<file path="src/rtl/seg7_decoder.sv">
// Recovers the hex digit shown on seven active-low segment lines. The lines are
// synchronized, filtered for stability, then decoded with a one-cycle strobe.
module seg7_decoder #(
    parameter int STABLE_CYCLES = 4
) (
    input  logic       clock,
    input  logic       reset,
    input  logic       leda,
    input  logic       ledb,
    input  logic       ledc,
    input  logic       ledd,
    input  logic       lede,
    input  logic       ledf,
    input  logic       ledg,
    output logic [3:0] digit,
    output logic       digit_valid,
    output logic       blank,
    output logic       pattern_err,
    output logic [7:0] change_count
);
    // state  | meaning
    // TRACK  | candidate pattern still accumulating stable samples
    // LOCKED | candidate held STABLE_CYCLES samples and already committed
    typedef enum logic {TRACK, LOCKED} state_t;

    localparam logic [6:0] DARK      = 7'b1111111;
    localparam logic [7:0] STABLE_M1 = 8'(STABLE_CYCLES - 1);

    state_t     state_q, state_d;
    logic [6:0] sync1, sync2;
    logic [6:0] cand_q, cand_d;
    logic [7:0] cnt_q, cnt_d;
    logic       commit;
    logic [6:0] last;
    logic       first;
    logic       hit;
    logic [3:0] value;

    always_ff @(posedge clock or negedge reset) begin
        if (!reset) begin
            sync1 <= DARK;
            sync2 <= DARK;
        end else begin
            sync1 <= {leda, ledb, ledc, ledd, lede, ledf, ledg};
            sync2 <= sync1;
        end
    end

    always_ff @(posedge clock or negedge reset) begin
        if (!reset) begin
            state_q <= TRACK;
            cand_q  <= DARK;
            cnt_q   <= 8'd0;
        end else begin
            state_q <= state_d;
            cand_q  <= cand_d;
            cnt_q   <= cnt_d;
        end
    end

    // Commit fires on the edge where cnt reaches STABLE_CYCLES, so outputs
    // land on that same edge.
    always_comb begin
        state_d = state_q;
        cand_d  = cand_q;
        cnt_d   = cnt_q;
        commit  = 1'b0;
        if (sync2 != cand_q) begin
            cand_d  = sync2;
            cnt_d   = 8'd1;
            state_d = TRACK;
        end else begin
            case (state_q)
                TRACK: begin
                    cnt_d = 8'(cnt_q + 8'd1);
                    if (cnt_q == STABLE_M1) begin
                        state_d = LOCKED;
                        commit  = 1'b1;
                    end
                end
                LOCKED: begin
                    cnt_d = cnt_q;
                end
                default: begin
                    state_d = TRACK;
                end
            endcase
        end
    end

    always_comb begin
        hit   = 1'b1;
        value = 4'h0;
        case (cand_q)
            7'b0000001: value = 4'h0;
            7'b1001111: value = 4'h1;
            7'b0010010: value = 4'h2;
            7'b0000110: value = 4'h3;
            7'b1001100: value = 4'h4;
            7'b0100100: value = 4'h5;
            7'b0100000: value = 4'h6;
            7'b0001111: value = 4'h7;
            7'b0000000: value = 4'h8;
            7'b0000100: value = 4'h9;
            7'b0001000: value = 4'hA;
            7'b1100000: value = 4'hB;
            7'b0110001: value = 4'hC;
            7'b1000010: value = 4'hD;
            7'b0110000: value = 4'hE;
            7'b0111000: value = 4'hF;
            default:    hit   = 1'b0;
        endcase
    end

    always_ff @(posedge clock or negedge reset) begin
        if (!reset) begin
            digit        <= 4'h0;
            digit_valid  <= 1'b0;
            blank        <= 1'b0;
            pattern_err  <= 1'b0;
            change_count <= 8'd0;
            last         <= DARK;
            first        <= 1'b1;
        end else begin
            digit_valid <= 1'b0;
            pattern_err <= 1'b0;
            // A glitch that settles back to the accepted pattern stays silent.
            if (commit && (cand_q != last || first)) begin
                last  <= cand_q;
                first <= 1'b0;
                if (hit) begin
                    digit        <= value;
                    digit_valid  <= 1'b1;
                    blank        <= 1'b0;
                    change_count <= 8'(change_count + 8'd1);
                end else if (cand_q == DARK) begin
                    blank <= 1'b1;
                end else begin
                    pattern_err <= 1'b1;
                end
            end
        end
    end
endmodule

</file>
<file path="config.mk">
export PLATFORM = sky130hd
export DESIGN_NAME = seg7_decoder
export DESIGN_NICKNAME = d
export VERILOG_FILES = /design/src/rtl/seg7_decoder.sv
export SDC_FILE = /design/constraint.sdc
export NUM_CORES = 1
export LEC_CHECK = 0
export CAP_MARGIN = 15
export CORE_UTILIZATION = 56
export DETAILED_ROUTE_END_ITERATION = 7
export PLACE_DENSITY_LB_ADDON = 0.25
export SYNTH_ARGS = -nofsm -noshare
export SYNTH_HDL_FRONTEND = slang
export SYNTH_SLANG_ARGS = --single-unit
</file>
<file path="constraint.sdc">
create_clock -name clock -period 3.2 [get_ports clock]
set_input_delay 0.8 -clock clock [delete_from_list [all_inputs] [get_ports clock]]
set_output_delay 0.8 -clock clock [all_outputs]
set_load 0.005 [all_outputs]
</file>
After elaboration in Yosys (flattened, before gate mapping)
Cells that the tools add are included.
{"block": "word_totals", "register_bits": 53, "input_bits": 9, "output_inout_bits": 15, "elab_cells": 57}
{"block": "classes", "n_addsub": 2, "eq_ne": 20, "muxes": 16, "n_reduce_logical": 7}
{"cell": "one-hot mux 4 bit (15 select lines)", "n": 1}
{"cell": "equality test 7 x 6 -> 1 bit (second input constant)", "n": 5}
{"cell": "equality test 7 bit (second input constant)", "n": 5}
{"cell": "adder 8 x 1 -> 8 bit (second input constant)", "n": 2}
{"cell": "two-way mux 8 bit", "n": 2}
{"cell": "OR reduction 16 bit", "n": 1}
{"cell": "equality test 7 x 3 -> 1 bit (second input constant)", "n": 2}
{"cell": "equality test 7 x 4 -> 1 bit (second input constant)", "n": 2}
{"cell": "!= test 7 bit", "n": 2}
{"cell": "two-way mux 1 bit", "n": 13}
{"cell": "equality test 8 x 2 -> 1 bit (second input constant)", "n": 1}
{"cell": "equality test 7 x 1 -> 1 bit (second input constant)", "n": 1}
{"cell": "equality test 7 x 5 -> 1 bit (second input constant)", "n": 1}
{"cell": "zero test 7 bit", "n": 1}
{"cell": "AND reduction 2 bit", "n": 2}
{"cell": "!= test 2 x 1 -> 1 bit (second input constant)", "n": 1}
{"cell": "nonzero test 2 bit", "n": 1}
{"cell": "logical AND 1 bit", "n": 1}
{"cell": "logical OR 1 bit", "n": 1}

Logic depth before layout (Yosys ltp)
{"block": "logic_depth", "word_depth": 6, "ltp_mapped": 9, "mapped_depth_nobuf": 6}

Worst setup path after synthesis
No wires, ideal clock.
{"block": "synth_timing", "path_kind": "reg2reg", "from": "register cnt_q[0]", "to": "register change_count[1]", "setup_ns": 0.125, "arrival_time_ns": 2.504, "required_ns": 3.075, "path_slack_ns": 0.571, "stages_incl_launch_ff": 8, "path_buffers": 1, "synth_period_minus_slack_ns": 2.629, "cell_sequence": "dfrtp_1 > ha_1 > or4b_1 > or4_4 > or4_4 > nor2b_2 > buf_6 > mux2_4"}
{"block": "synth_via", "elab_chain_cells": 6}
{"element": "start: declaration", "line_no": "32", "text": "logic [7:0] cnt_q, cnt_d;"}
{"element": "start signal: assignment", "line_no": "57", "text": "cnt_q <= cnt_d;"}
{"element": "equality test 8 x 2 -> 1 bit", "line_no": "76", "text": "if (cnt_q == STABLE_M1) begin"}
{"element": "two-way mux 1 bit", "line_no": "76"}
{"element": "two-way mux 1 bit", "line_no": "73", "text": "case (state_q)"}
{"element": "two-way mux 1 bit", "line_no": "68", "text": "if (sync2 != cand_q) begin"}
{"element": "logical AND 1 bit", "line_no": "128", "text": "if (commit && (cand_q != last || first)) begin"}
{"element": "AND reduction 2 bit (no line)"}
{"element": "end signal: assignment", "line_no": "135", "text": "change_count <= 8'(change_count + 8'd1);"}
{"element": "end: declaration", "line_no": "19", "text": "output logic [7:0] change_count"}
Every way passes these cells.
A chain may end at the register's enable or synchronous reset.

Final worst setup path
Same ends and word-level chain as after synthesis.

==> metrics.md <==
| Metric | Value |
|---|---|
| Static leakage | `roughly 1.2 nW` |
| Post-DP HPWL | `between 2 and 3 mm` |
| Antenna Nets Post-Route | `0` |
| Register-to-register setup slack | `0.37 ns` |
| # rows | `23` |
| Final Hold Viols | `0` |
| Core area | `0.004115 mm^2` |
| Min-delay src | `sync1[1]` |
| CTS tree | `done` |
| Total Power | `around 0.0013 W` |
| # setup viols final | `0` |
| Fillers | `between 300 and 400` |
| Reg power frac | `56.8%` |
| CP Capture Type | `flip-flop` |
| Clock sink total | `53` |
| DR pass1 iterations | `4` |
| Grt ovf | `0` |
| Yosys cell types | `42` |
| Status | `complete, no violations` |
| CTS max path bufs | `2` |
| Sequential fraction of the synthesis area | `55.25%` |
| Final Net Count | `251` |
| Post-CTS Resized | `0` |
| H-tree Lvls | `2` |
| Fin area | `between 0.002 and 0.003 mm^2` |
| Met3 WL post-DR | `103 um` |
| Switching portion of total power | `a little over a fifth` |
| Total I/O pin count | `24` |
| Worst path arrival time | `between 3 and 4 ns` |
| Clk root buf | `clkbuf_8` |
| Hold depth | `0` |
| Internal Dissipation | `roughly 0.0010 W` |
| Gr usage total | `between 10% and 20%` |
| Comb power frac | `under 10%` |
| Final min period | `2.830 ns` |
| DRC | `0` |
| Hold_buf cts | `0` |
| Number of DRC markers in iteration 0 | `around 150` |
| Via Count | `1,574` |
| Vias in the first global route | `1,484` |
| Share of layout cells above drive strength 1 | `a little over a fifth` |
| Clk Latency, worst-skew pair | `0.30 ns` |
| Sw Pwr | `around 0.00026 W` |
| Commonest cells after routing, fill and taps aside | `dfstp_2, nand2_1, dfrtp_1` |
| Synthesized cell area | `around 0.0025 mm^2` |
| Number of flops mapped to enable cells by yosys | `0` |
| Multi-input gate area | `~1000 um^2` |
| Clock buffer count from CTS | `5` |
| Met1 WL | `approximately 2.0 mm` |
| Initial cell density of the core | `approximately three fifths` |
| Max-Cap Viols | `0` |
| R2r startpoint | `cnt_q[0]` |
| Hold worst-path end | `sync2[1]` |
| Cells after synthesis | `227` |
| Most used DFF post-synth | `dfstp_2` |
| Skew final | `about 0.0054 ns` |
| Worst reg2reg path depth | `6` |
| Top cells by area, synth | `dfstp_2, dfrtp_1, xnor2_1` |
| WL final | `roughly 4.0 mm` |
| Synth async-reset ratio | `between 90% and 100%` |
| Post-synth net total | `238` |
| Hold Crit Class | `flip-flop to flip-flop` |
| Largest net degree at the start of global routing | `39` |
| Max Clk Rate | `around 350 MHz` |
| Met2 WL | `1.898 mm` |
| Clk pwr share | `38.6%` |
| Die Span Y | `68.36 um` |
| DR vias/cell | `between 5 and 6` |
| Synthesized flop and latch total | `53` |
| Initial antenna violation count | `0` |
| Share of the synthesized area in the top cell type | `a little under a third` |
| Seq. cell area | `about 0.0014 mm^2` |
| Mapped Avg Cell Area | `~11 um^2` |
| Worst slew pin tran | `around 0.79 ns` |
| Global-route wire length before repair | `between 6 and 7 mm` |
| Number of diodes | `0` |
| Most common cell after layout, fill and taps aside | `dfstp_2` |
| Max VDD drop | `0.0003253 V` |
| Final period util | `around nine tenths` |
| Max Slew Vio Count | `0` |
| Die area | `roughly 0.0047 mm^2` |
| RSZ-0062 raised after global routing | `false` |
| RD Place Congestion | `0.8333` |
| Post-CTS Setup Inserts | `0` |
| Placed cell area | `approximately 0.0027 mm^2` |
| Crit start category | `flip-flop` |
| Critical path peak fanout | `6` |
| Pwr Density | `449.9 mW/mm^2` |
| Port Buffers | `23` |
| Die width | `68.36 um` |
| YS warnings | `0` |
| Worst relative slew slack | `47.01%` |
| WS Path Type | `flip-flop to flip-flop` |
| Wire length per cell | `about 14 um` |
| Area leader, netlist | `dfstp_2` |
| Area growth from synthesis to layout | `14.36%` |
| Clock-pin slew on the worst setup and hold paths | `roughly 0.090 ns` |
| Max layer used | `met4` |
| WP data required | `about 3.4 ns` |
| TNS Setup | `0 ns` |
| RR Endpoint | `change_count[1]` |
[worst max path at each step]
stage	start	endpoint	slack [ns]	cells after the start
3_5_place_dp	cnt_q[0]	digit[2]	0.40	6
3_3_place_gp	cnt_q[0]	digit[0]	0.45	6
5_1_grt	cnt_q[0]	change_count[1]	0.22	6
4_1_cts	cnt_q[0]	change_count[1]	0.35	6
6_report	cnt_q[0]	change_count[1]	0.37	6
2_1_floorplan	cnt_q[0]	change_count[1]	0.57	7
[area by class of cell]
class	count	area share [%]
Timing Repair Buffer	27	9.051
Inverter	4	0.5324
Multi-Input combinational cell	149	35.32
Sequential cell	53	48.31
Clock buffer	6	3.327
Tap cell	50	2.218
Clock inverter	2	1.242
[cells in the mapped netlist, types with 2 or more instances]
master and number:
or4_4 2, and3_1 5, nand4_1 11, xnor2_1 17, clkbuf_1 12, mux2_4 3, and3b_1 3, nand2_1 27
nor2b_1 2, dfrtp_1 24, or4_1 3, xor2_1 13, ha_1 2, a21oi_1 6, a22oi_1 2, buf_1 3
inv_1 4, nand3b_1 2, dfstp_2 29, and4_1 2, nor2_1 15, mux2i_1 3, buf_2 5, nor3b_1 2
nor3_1 2, nor4_1 4, o21ai_0 6, and2_1 4
[flip-flops by register name (all words and copies together), names as in the netlist]
signal / flops
change_count: 8
cnt_q: 8
cand_q: 7
last: 7
sync1: 7
sync2: 7
digit: 4
blank: 1
digit_valid: 1
first: 1
pattern_err: 1
state_q: 1
[logic make-up after synthesis]
| kind of cell | count (synthesis) | synth area share, % |
|---|---|---|
| buffers and inverters | 25 | 4.363 |
| DFF | 53 | 55.25 |
| muxes | 6 | 3.044 |
| xor gates and xnor gates | 30 | 10.65 |
| AOI/OAI and AO/OA | 17 | 3.957 |
| adders and majority gates | 3 | 1.420 |
| and+or+nand+nor | 93 | 21.31 |
[power groups by stage]
stage / combinational (W) / sequential [W] / clock, W
after global routing: 0.0000671 / 0.000723 / 0.000530
after global placement: 0.0000592 / 0.000731 / 0
after CTS: 0.0000609 / 0.000720 / 0.000500
final: 0.0000592 / 0.000720 / 0.000489
after detailed placement: 0.0000604 / 0.000731 / 0
after floorplan: 0.0000492 / 0.000714 / 0
[stage by stage]
step           utilization (%)  hold WS (ns)  setup WS [ns]  std cells
3_3_place_gp             65.40        0.3454         0.4455        283
2_1_floorplan                -        0.3452         0.5705        227
4_1_cts                  68.53        0.3566         0.3547        291
3_5_place_dp             65.40        0.3472         0.3960        283
6_report                 68.53        0.3576         0.3697        291
5_1_grt                  68.53        0.3625         0.2244        291
[critical path, cell delays in order (launching register included)]
cell and delay (ns):
dfrtp_1 0.43, ha_1 0.22, or4b_1 0.47, or4_4 0.45, or4_4 0.50, nor2b_2 0.32, mux2_4 0.33
[metal layers]
metal | vias up | GRT usage [%]
met5 | - | 0
met4 | 0 | 6.250
met3 | 5 | 4.500
met2 | 26 | 32.72
met1 | 753 | 25.43
li1 | 790 | -
(Power assumes the default switching activity.)
